`src/rtl/cam_driver.sv`:
```
// -----------------------------------------------------------------------------
// cam_driver
//   Synthesizable initiator for the CAM block. Host commands (INVALIDATE /
//   WRITE / READ / SEARCH) arrive over a valid/ready interface, are buffered
//   in a small FIFO, issued to the CAM one at a time as a one-cycle strobe,
//   and the CAM result captured CAM_LAT cycles later is returned as one
//   response per command, in command order, over a valid/ready interface.
//
// Ports
//   clk, rst_n                    clock (rising edge), async active-low reset
//   cmd_valid/cmd_ready           host command handshake (cmd_ready = !full)
//   cmd_op/cmd_index/cmd_data     00 INVALIDATE, 01 WRITE, 10 READ, 11 SEARCH
//   resp_valid/resp_ready         response handshake
//   resp_op/hit/index/data        response payload, held until accepted
//   cam_write/read/search/invalidate  one-cycle CAM strobes
//   cam_index/cam_data_in         CAM index and write data / search key
//   cam_data_out/cam_read_valid   CAM read result
//   cam_found/cam_found_index     CAM search result
//   hit_count/miss_count          saturating SEARCH hit/miss counters
//
// Build option
//   CAM_DRIVER_STATS_EN : when defined, hit_count/miss_count are live
//                         counters; otherwise they are tied to zero.
// -----------------------------------------------------------------------------
module cam_driver #(
  parameter int DATA_W     = 32,
  parameter int IDX_W      = 5,
  parameter int FIFO_DEPTH = 4,
  parameter int CAM_LAT    = 1
) (
  input  logic              clk,
  input  logic              rst_n,
  input  logic              cmd_valid,
  output logic              cmd_ready,
  input  logic [1:0]        cmd_op,
  input  logic [IDX_W-1:0]  cmd_index,
  input  logic [DATA_W-1:0] cmd_data,
  output logic              resp_valid,
  input  logic              resp_ready,
  output logic [1:0]        resp_op,
  output logic              resp_hit,
  output logic [IDX_W-1:0]  resp_index,
  output logic [DATA_W-1:0] resp_data,
  output logic              cam_write,
  output logic              cam_read,
  output logic              cam_search,
  output logic              cam_invalidate,
  output logic [IDX_W-1:0]  cam_index,
  output logic [DATA_W-1:0] cam_data_in,
  input  logic [DATA_W-1:0] cam_data_out,
  input  logic              cam_read_valid,
  input  logic              cam_found,
  input  logic [IDX_W-1:0]  cam_found_index,
  output logic [15:0]       hit_count,
  output logic [15:0]       miss_count
);

  localparam int PTR_W  = $clog2(FIFO_DEPTH);
  localparam int WAIT_W = (CAM_LAT > 1) ? $clog2(CAM_LAT) : 1;
  localparam logic [PTR_W:0]    FULL_CNT  = (PTR_W+1)'(FIFO_DEPTH);
  localparam logic [WAIT_W-1:0] WAIT_LAST = WAIT_W'(CAM_LAT - 1);

  typedef enum logic [1:0] {
    OP_INVALIDATE = 2'b00,
    OP_WRITE      = 2'b01,
    OP_READ       = 2'b10,
    OP_SEARCH     = 2'b11
  } op_e;

  typedef enum logic [1:0] {
    S_IDLE,
    S_ISSUE,
    S_WAIT,
    S_RESP
  } state_e;

  // ---------------------------------------------------------------------------
  // Command FIFO
  // ---------------------------------------------------------------------------
  op_e               r_fifo_op   [FIFO_DEPTH];
  logic [IDX_W-1:0]  r_fifo_idx  [FIFO_DEPTH];
  logic [DATA_W-1:0] r_fifo_data [FIFO_DEPTH];
  logic [PTR_W-1:0]  r_wr_ptr;
  logic [PTR_W-1:0]  r_rd_ptr;
  logic [PTR_W:0]    r_count;
  logic [PTR_W:0]    w_count_nxt;
  logic              r_cmd_ready;
  logic              w_push;
  logic              w_pop;
  logic              w_fifo_empty;
  op_e               w_head_op;

  assign w_push       = cmd_valid && r_cmd_ready;
  assign w_fifo_empty = (r_count == '0);
  assign w_head_op    = r_fifo_op[r_rd_ptr];
  assign cmd_ready    = r_cmd_ready;

  always_comb begin
    w_count_nxt = r_count;
    if (w_push && !w_pop) begin
      w_count_nxt = r_count + (PTR_W+1)'(1);
    end else if (!w_push && w_pop) begin
      w_count_nxt = r_count - (PTR_W+1)'(1);
    end
  end

  always_ff @(posedge clk) begin
    if (w_push) begin
      r_fifo_op[r_wr_ptr]   <= op_e'(cmd_op);
      r_fifo_idx[r_wr_ptr]  <= cmd_index;
      r_fifo_data[r_wr_ptr] <= cmd_data;
    end
  end

  // cmd_ready is registered from the next occupancy, so it is low in reset
  // and rises on the first edge after release.
  always_ff @(posedge clk or negedge rst_n) begin
    if (!rst_n) begin
      r_wr_ptr    <= '0;
      r_rd_ptr    <= '0;
      r_count     <= '0;
      r_cmd_ready <= 1'b0;
    end else begin
      if (w_push) r_wr_ptr <= r_wr_ptr + PTR_W'(1);
      if (w_pop)  r_rd_ptr <= r_rd_ptr + PTR_W'(1);
      r_count     <= w_count_nxt;
      r_cmd_ready <= (w_count_nxt != FULL_CNT);
    end
  end

  // ---------------------------------------------------------------------------
  // Sequencer FSM
  // ---------------------------------------------------------------------------
  state_e            r_state;
  state_e            w_state_nxt;
  logic [WAIT_W-1:0] r_wait_cnt;
  logic              w_capture;
  logic              w_resp_valid;

  always_ff @(posedge clk or negedge rst_n) begin
    if (!rst_n) begin
      r_state <= S_IDLE;
    end else begin
      r_state <= w_state_nxt;
    end
  end

  always_comb begin
    w_state_nxt = r_state;
    unique case (r_state)
      S_IDLE:  if (!w_fifo_empty)            w_state_nxt = S_ISSUE;
      S_ISSUE:                               w_state_nxt = S_WAIT;
      S_WAIT:  if (r_wait_cnt == WAIT_LAST)  w_state_nxt = S_RESP;
      S_RESP:  if (resp_ready)               w_state_nxt = S_IDLE;
      default:                               w_state_nxt = S_IDLE;
    endcase
  end

  always_comb begin
    w_pop        = 1'b0;
    w_capture    = 1'b0;
    w_resp_valid = 1'b0;
    unique case (r_state)
      S_IDLE:  w_pop        = !w_fifo_empty;
      S_WAIT:  w_capture    = (r_wait_cnt == WAIT_LAST);
      S_RESP:  w_resp_valid = 1'b1;
      default: ;
    endcase
  end

  assign resp_valid = w_resp_valid;

  always_ff @(posedge clk or negedge rst_n) begin
    if (!rst_n) begin
      r_wait_cnt <= '0;
    end else if (r_state == S_WAIT) begin
      r_wait_cnt <= r_wait_cnt + WAIT_W'(1);
    end else begin
      r_wait_cnt <= '0;
    end
  end

  // ---------------------------------------------------------------------------
  // Command register and CAM strobes
  // ---------------------------------------------------------------------------
  op_e               r_cmd_op;
  logic [IDX_W-1:0]  r_cmd_index;
  logic              r_cam_write;
  logic              r_cam_read;
  logic              r_cam_search;
  logic              r_cam_invalidate;
  logic [IDX_W-1:0]  r_cam_index;
  logic [DATA_W-1:0] r_cam_data_in;

  always_ff @(posedge clk or negedge rst_n) begin
    if (!rst_n) begin
      r_cmd_op    <= OP_INVALIDATE;
      r_cmd_index <= '0;
    end else if (w_pop) begin
      r_cmd_op    <= w_head_op;
      r_cmd_index <= r_fifo_idx[r_rd_ptr];
    end
  end

  // Strobe and bus registers load from the FIFO head on the pop edge, so they
  // are valid exactly for the ISSUE cycle and return to zero on the next edge.
  always_ff @(posedge clk or negedge rst_n) begin
    if (!rst_n) begin
      r_cam_write      <= 1'b0;
      r_cam_read       <= 1'b0;
      r_cam_search     <= 1'b0;
      r_cam_invalidate <= 1'b0;
      r_cam_index      <= '0;
      r_cam_data_in    <= '0;
    end else if (w_pop) begin
      r_cam_write      <= (w_head_op == OP_WRITE);
      r_cam_read       <= (w_head_op == OP_READ);
      r_cam_search     <= (w_head_op == OP_SEARCH);
      r_cam_invalidate <= (w_head_op == OP_INVALIDATE);
      r_cam_index      <= r_fifo_idx[r_rd_ptr];
      r_cam_data_in    <= r_fifo_data[r_rd_ptr];
    end else begin
      r_cam_write      <= 1'b0;
      r_cam_read       <= 1'b0;
      r_cam_search     <= 1'b0;
      r_cam_invalidate <= 1'b0;
      r_cam_index      <= '0;
      r_cam_data_in    <= '0;
    end
  end

  assign cam_write      = r_cam_write;
  assign cam_read       = r_cam_read;
  assign cam_search     = r_cam_search;
  assign cam_invalidate = r_cam_invalidate;
  assign cam_index      = r_cam_index;
  assign cam_data_in    = r_cam_data_in;

  // ---------------------------------------------------------------------------
  // Response register
  // ---------------------------------------------------------------------------
  logic [1:0]        r_resp_op;
  logic              r_resp_hit;
  logic [IDX_W-1:0]  r_resp_index;
  logic [DATA_W-1:0] r_resp_data;

  always_ff @(posedge clk or negedge rst_n) begin
    if (!rst_n) begin
      r_resp_op    <= '0;
      r_resp_hit   <= 1'b0;
      r_resp_index <= '0;
      r_resp_data  <= '0;
    end else if (w_capture) begin
      r_resp_op <= r_cmd_op;
      unique case (r_cmd_op)
        OP_READ: begin
          r_resp_hit   <= cam_read_valid;
          r_resp_index <= r_cmd_index;
          r_resp_data  <= cam_data_out;
        end
        OP_SEARCH: begin
          r_resp_hit   <= cam_found;
          r_resp_index <= cam_found ? cam_found_index : '0;
          r_resp_data  <= '0;
        end
        default: begin
          r_resp_hit   <= 1'b0;
          r_resp_index <= r_cmd_index;
          r_resp_data  <= '0;
        end
      endcase
    end
  end

  assign resp_op    = r_resp_op;
  assign resp_hit   = r_resp_hit;
  assign resp_index = r_resp_index;
  assign resp_data  = r_resp_data;

  // ---------------------------------------------------------------------------
  // Search statistics
  // ---------------------------------------------------------------------------
`ifdef CAM_DRIVER_STATS_EN
  logic [15:0] r_hit_count;
  logic [15:0] r_miss_count;

  always_ff @(posedge clk or negedge rst_n) begin
    if (!rst_n) begin
      r_hit_count  <= '0;
      r_miss_count <= '0;
    end else if (w_capture && (r_cmd_op == OP_SEARCH)) begin
      if (cam_found) begin
        if (r_hit_count != 16'hFFFF) r_hit_count <= r_hit_count + 16'd1;
      end else begin
        if (r_miss_count != 16'hFFFF) r_miss_count <= r_miss_count + 16'd1;
      end
    end
  end

  assign hit_count  = r_hit_count;
  assign miss_count = r_miss_count;
`else
  assign hit_count  = '0;
  assign miss_count = '0;
`endif

endmodule

```
`config.mk`:
```
export PLATFORM = sky130hd
export DESIGN_NAME = cam_driver
export DESIGN_NICKNAME = d
export VERILOG_FILES = /design/src/rtl/cam_driver.sv
export SDC_FILE = /design/constraint.sdc
export NUM_CORES = 1
export LEC_CHECK = 0
export CAP_MARGIN = 10
export CORE_MARGIN = 3
export CORE_UTILIZATION = 55
export DETAILED_ROUTE_END_ITERATION = 8
export PLACE_DENSITY_LB_ADDON = 0.1
export SYNTH_ARGS = -nofsm -noshare
export SYNTH_HDL_FRONTEND = slang
export SYNTH_SLANG_ARGS = --single-unit
```
`constraint.sdc`:
```
create_clock -name clk -period 3.96 [get_ports clk]
set_input_delay 0.396 -clock clk [delete_from_list [all_inputs] [get_ports clk]]
set_output_delay 0.396 -clock clk [all_outputs]
set_load 0.02 [all_outputs]
```
* Yosys cells after proc, flatten, opt, wreduce, memory -nomap -nowiden *
Memory sizes are Yosys's and may differ from the RTL's.
Cells that the tools add are included.

operators by class
  add/sub/neg operators = 5
  equal/unequal tests = 12
  mux-type cells = 22
  bitwise logic cells = 1
  reduce and logical (&&, ||, !) cells = 10

operator list
  kind                                               number
  two-way mux 32 bit                                 2
  two-way mux 5 bit                                  3
  == test 2 bit (second input constant)              6
  two-way mux 1 bit                                  10
  case mux 2 bit (4 select lines)                    1
  two-way mux 2 bit                                  3
  two-way mux 3 bit                                  2
  inequality test 2 bit (second input constant)      3
  adder 2 x 1 -> 2 bit (second input constant)       2
  == test 2 x 1 -> 1 bit (second input constant)     2
  logical NOT 2 bit                                  2
  adder 3 x 1 -> 3 bit (second input constant)       1
  logical AND 1 bit                                  3
  logical NOT 1 bit                                  3
  logical NOT 3 bit                                  1
  inequality test 3 bit (second input constant)      1
  AND reduction 3 bit                                1
  subtractor 3 x 1 -> 3 bit (second input constant)  1
  case mux 1 bit (2 select lines)                    1
  adder 1 bit (second input constant)                1
  inverter 1 bit                                     1

storage, ports and cells
  register bits after elaboration = 99
  memory bits (writable) = 156
  bits of input ports = 82
  output and inout port bits = 115
  word-level logic and storage cells = 71
  memories kept = 3

memory list
  name         depth  width  rd ports  clocked after memory_dff  write ports  RTL line  source
  r_fifo_data  4      32     1         0                         1            82        logic [DATA_W-1:0] r_fifo_data [FIFO_DEPTH];
  r_fifo_idx   4      5      1         0                         1            81        logic [IDX_W-1:0] r_fifo_idx [FIFO_DEPTH];
  r_fifo_op    4      2      1         0                         1            80        op_e r_fifo_op [FIFO_DEPTH];

* Logic depth before layout (Yosys ltp) *
  depth in word-level cells = 7
  gate-level depth with buffers = 8
  depth with buffers taken out = 6

* Worst setup path before layout *
OpenSTA, ideal clock, no wires.

  path kind = flip-flop to flip-flop
  start point = reg r_cmd_ready (netlist: cmd_ready)
  end point = mem r_fifo_data[0][0], enable pin
  setup time = 400 ps
  data arrival time = 1,712 ps
  data required time = 3,560 ps
  setup slack = 1,848 ps
  stages on the path, launching flop included = 3
  buffers on the path = 1
  clock period less this slack = 2,112 ps
  cell sequence = dfrtp_1 -> clkbuf_1 -> and3_1

between the ends
  longest elaborated chain between the ends = 3

RTL lines
  item                                     RTL line  source
  start: declaration                       87        logic r_cmd_ready;
  start signal: assignment                 127       r_cmd_ready <= (w_count_nxt != FULL_CNT);
  logical AND 1 bit                        93        assign w_push = cmd_valid && r_cmd_ready;
  two-way mux 1 bit                        108       if (w_push) begin
  two-way mux 1 bit (not written as such)  111       r_fifo_data[r_wr_ptr] <= cmd_data;
  end: declaration                         82

No other way between the ends.

* Final worst setup path *
  start point = reg r_state[0]
  end point = reg r_resp_data[17] (netlist: resp_data[17])

between the ends
  longest elaborated chain between the ends = 2

RTL lines
  item                      RTL line  source
  start: declaration        134       state_e r_state;
  start signal: assignment  144       r_state <= w_state_nxt;
  == test 2 bit             163       unique case (r_state)
  two-way mux 1 bit         163
  end signal: assignment    259       r_resp_data <= cam_data_out;
  end: declaration          245       logic [DATA_W-1:0] r_resp_data;

No other way between the ends.
A chain may end at the register's enable or synchronous reset.

==> flow_summary.toml <==
[status]
status = "completed"

[placement]
dp.cells = 886
dp_hpwl_mm = 11.70
routabilityCongestion = 0.8702
portBuffers = 164
pre_cts_slack_ns = 1.519
place_area_sq_um = 11310

[power]
seqPwrFrac = 0.425
p_sw_mw = 2.739
switching_share = 0.2947
cellPowerDensity_nw_per_um2 = 758.1
p_leak_nw = 4.883
p_int_mw = 6.554
p_clk_frac = 0.285
p_comb_frac = 0.290
ir_drop_mv = 0.6275

[flow_run]
cap_violations = 0

[detailed_routing]
vias_per_cell = 5.455
drc = 0
first_iter_violations = 244
vias = 5084
dr.pass1.iters = 4
routedWlPerCell_microns = 20.29
wl_mm = 18.91
ant_nets = 0

[synth]
ys_types = 34
syn_area_sq_um = 9634
synth_flop_cell = "edfxtp_1"
synth_edf_count = 156
yosysWarnings = 0
synth_seq_cells = 255
synthTopCellsByCount = "edfxtp_1, dfrtp_1, and3_1"
yosysTopAreaCell = "edfxtp_1"
synth_area_leaders = "edfxtp_1, dfrtp_1, mux4_2"
synthArstFlopShare = 0.3882
synth_top_area_share = 0.4862
avgSynthCellArea_sq_um = 18.28
synth.most_common_cell = "edfxtp_1"
synth_cells = 527
seq_area_frac_synth = 0.7434

[sta]
finalSetupViolCount = 0
max_slew_margin = 0.1804
worstMarginPinSlew_ns = 1.228
final.setup.tns_ns = 0
fmax_ghz = 0.4130
fin_crit_ns = 2.421
setup_ws_ns = 1.539
skew_ns = 0.01341
rsz0062_at_grt = "false"
hold_viol_final = 0
post-route-period-util = 0.6114
slew_violations = 0

[setup_path]
cp_max_fo = 37
path_cells = "inv_1 -> ha_1 -> nand2b_1 -> buf_4 -> nor3b_4 -> a22o_1"
required_ns = 4.40
path_class = "reg -> reg"
end_kind = "flip-flop"
critical-path-max-stage-delay_ns = 1.04
crit_slowest_cell = "nor3b_4"
start_kind = "flip-flop"
arrival_ns = 2.86

[clock_network]
cts-buffers-inserted = 25
cts.sinks = 255
root_buffer = "clkbuf_16"
cts_max_path_buffers = 3
ctsResizeCount = 0
cts-htree-levels = 1
clk_latency_ns = 0.51
path_clk_slew_ns = 0.06
cts_tree = "yes"

[worst_hold_path]
min_path_type = "in -> async"

[layout]
diodes = 0
final_cell_area_sq_um = 12260
area_growth_pct = 27.22
drive_above_1_share = 0.1334
layout.cells.non_filler = 932
nNetsFinal = 787

[floorplan]
row_count = 47
dieArea_sq_um = 19140
core_sq_um = 16880
ioPinCount = 197
dieHeight_microns = 138.4
die-width_microns = 138.4
initial_core_util = 0.5708

[global_routing]
grt_pass1_vias = 5496
grt_pass1_wl_mm = 29.89
antenna_found_initial = 0
grt_max_degree = 51
grt-ovfl-total = 0
track_usage = 0.1964
==> final timing paths <==
path	from	endpoint	slack, ns	cells past startpoint
max	r_state[0]	resp_data[17]	1.54	6
min	rst_n	resp_data[17]	0.46	2
max reg2reg	r_state[0]	resp_data[17]	1.54	6
min reg2reg	r_cmd_index[1]	r_cmd_index[1]	0.48	1
max in group asynchronous	rst_n	cam_data_in[8]	2.68	3
min in group clk	r_cmd_index[1]	r_cmd_index[1]	0.48	1
==> cell type report <==
type	count	area, sq um
repair buffers	169	1679
fillers	996	4621
clock buffers	28	646.9
clock inverters	17	286.5
well taps	220	275.3
multi-input cells	232	2163
inverters	11	41.29
flip-flops and latches	255	7164
==> power groups by stage <==
| stage | Combinational, mW | Clock (mW) | Sequential [mW] |
|---|---|---|---|
| 3_3_place_gp | 2.67 | 0 | 3.98 |
| 3_5_place_dp | 2.73 | 0 | 4.01 |
| 2_1_floorplan | 1.58 | 0 | 4.10 |
| 4_1_cts | 2.74 | 2.69 | 3.97 |
| 5_1_grt | 2.91 | 2.81 | 4.03 |
| 6_report | 2.69 | 2.65 | 3.95 |
==> worst max-delay path: cells and delay by family, from the launching register on <==
kind	cells	cell delay, ns
simple gates	2	1.10
flops	1	0.38
compound gates	1	0.26
buf+inv	2	0.38
fa+ha+maj	1	0.22
==> registers in the layout, summed over array words and instances (netlist names), 5 cells and up <==
| signal | flops |
|---|---|
| r_cmd_index | 5 |
| resp_data | 32 |
| resp_index | 5 |
| r_fifo_op | 8 |
| cam_index | 5 |
| r_fifo_idx | 20 |
| r_fifo_data | 128 |
| cam_data_in | 32 |
==> stage by stage <==
step                total power [mW]  utilization  hold slack (ns)
floorplan                      5.677            -           0.1004
global placement               6.651       0.6703           0.4363
detailed placement             6.741       0.6703           0.4521
CTS                            9.403       0.7262           0.4714
global route                   9.750       0.7262           0.4885
finish                         9.292       0.7262           0.4649
==> placed cells by master, fill, tap and decap left out, types with 10 or more instances in the layout <==
cell type	n
ha_1	10
conb_1	32
nand2_1	24
and3_1	37
mux4_2	35
clkdlybuf4s50_1	163
clkbuf_16	25
a22o_1	32
edfxtp_1	156
dfrtp_1	97
inv_1	11
==> metal layers <==
metal,GRT usage,part of all wire,vias to the layer above
met1,0.2491,0.39,2560
met5,0,0,-
li1,-,-,2285
met2,0.3464,0.52,202
met3,0.03349,0.063,37
met4,0.06760,0.027,0
==> logic make-up (layout without fill, tap and decap cells) <==
logic type / Yosys count / after routing / synth area share
adder cells (fa/ha/maj): 11 / 11 / 0.01429
XOR/XNOR: 5 / 5 / 0.005973
AO/OA/AOI/OAI: 52 / 52 / 0.04273
multiplexers: 44 / 44 / 0.09831
AND/OR/NAND/NOR: 88 / 88 / 0.04909
flip-flops: 255 / 255 / 0.7434
other: 1 / 32 / 0.0003892
buffers and inverters: 71 / 225 / 0.04584
==> what timing repair did <==
item / in CTS / in global routing
hold endpoints to repair: 48 / 0
hold buffers: 1 / 0
buffers inserted: 0 / 0
(Power assumes the default switching activity.)
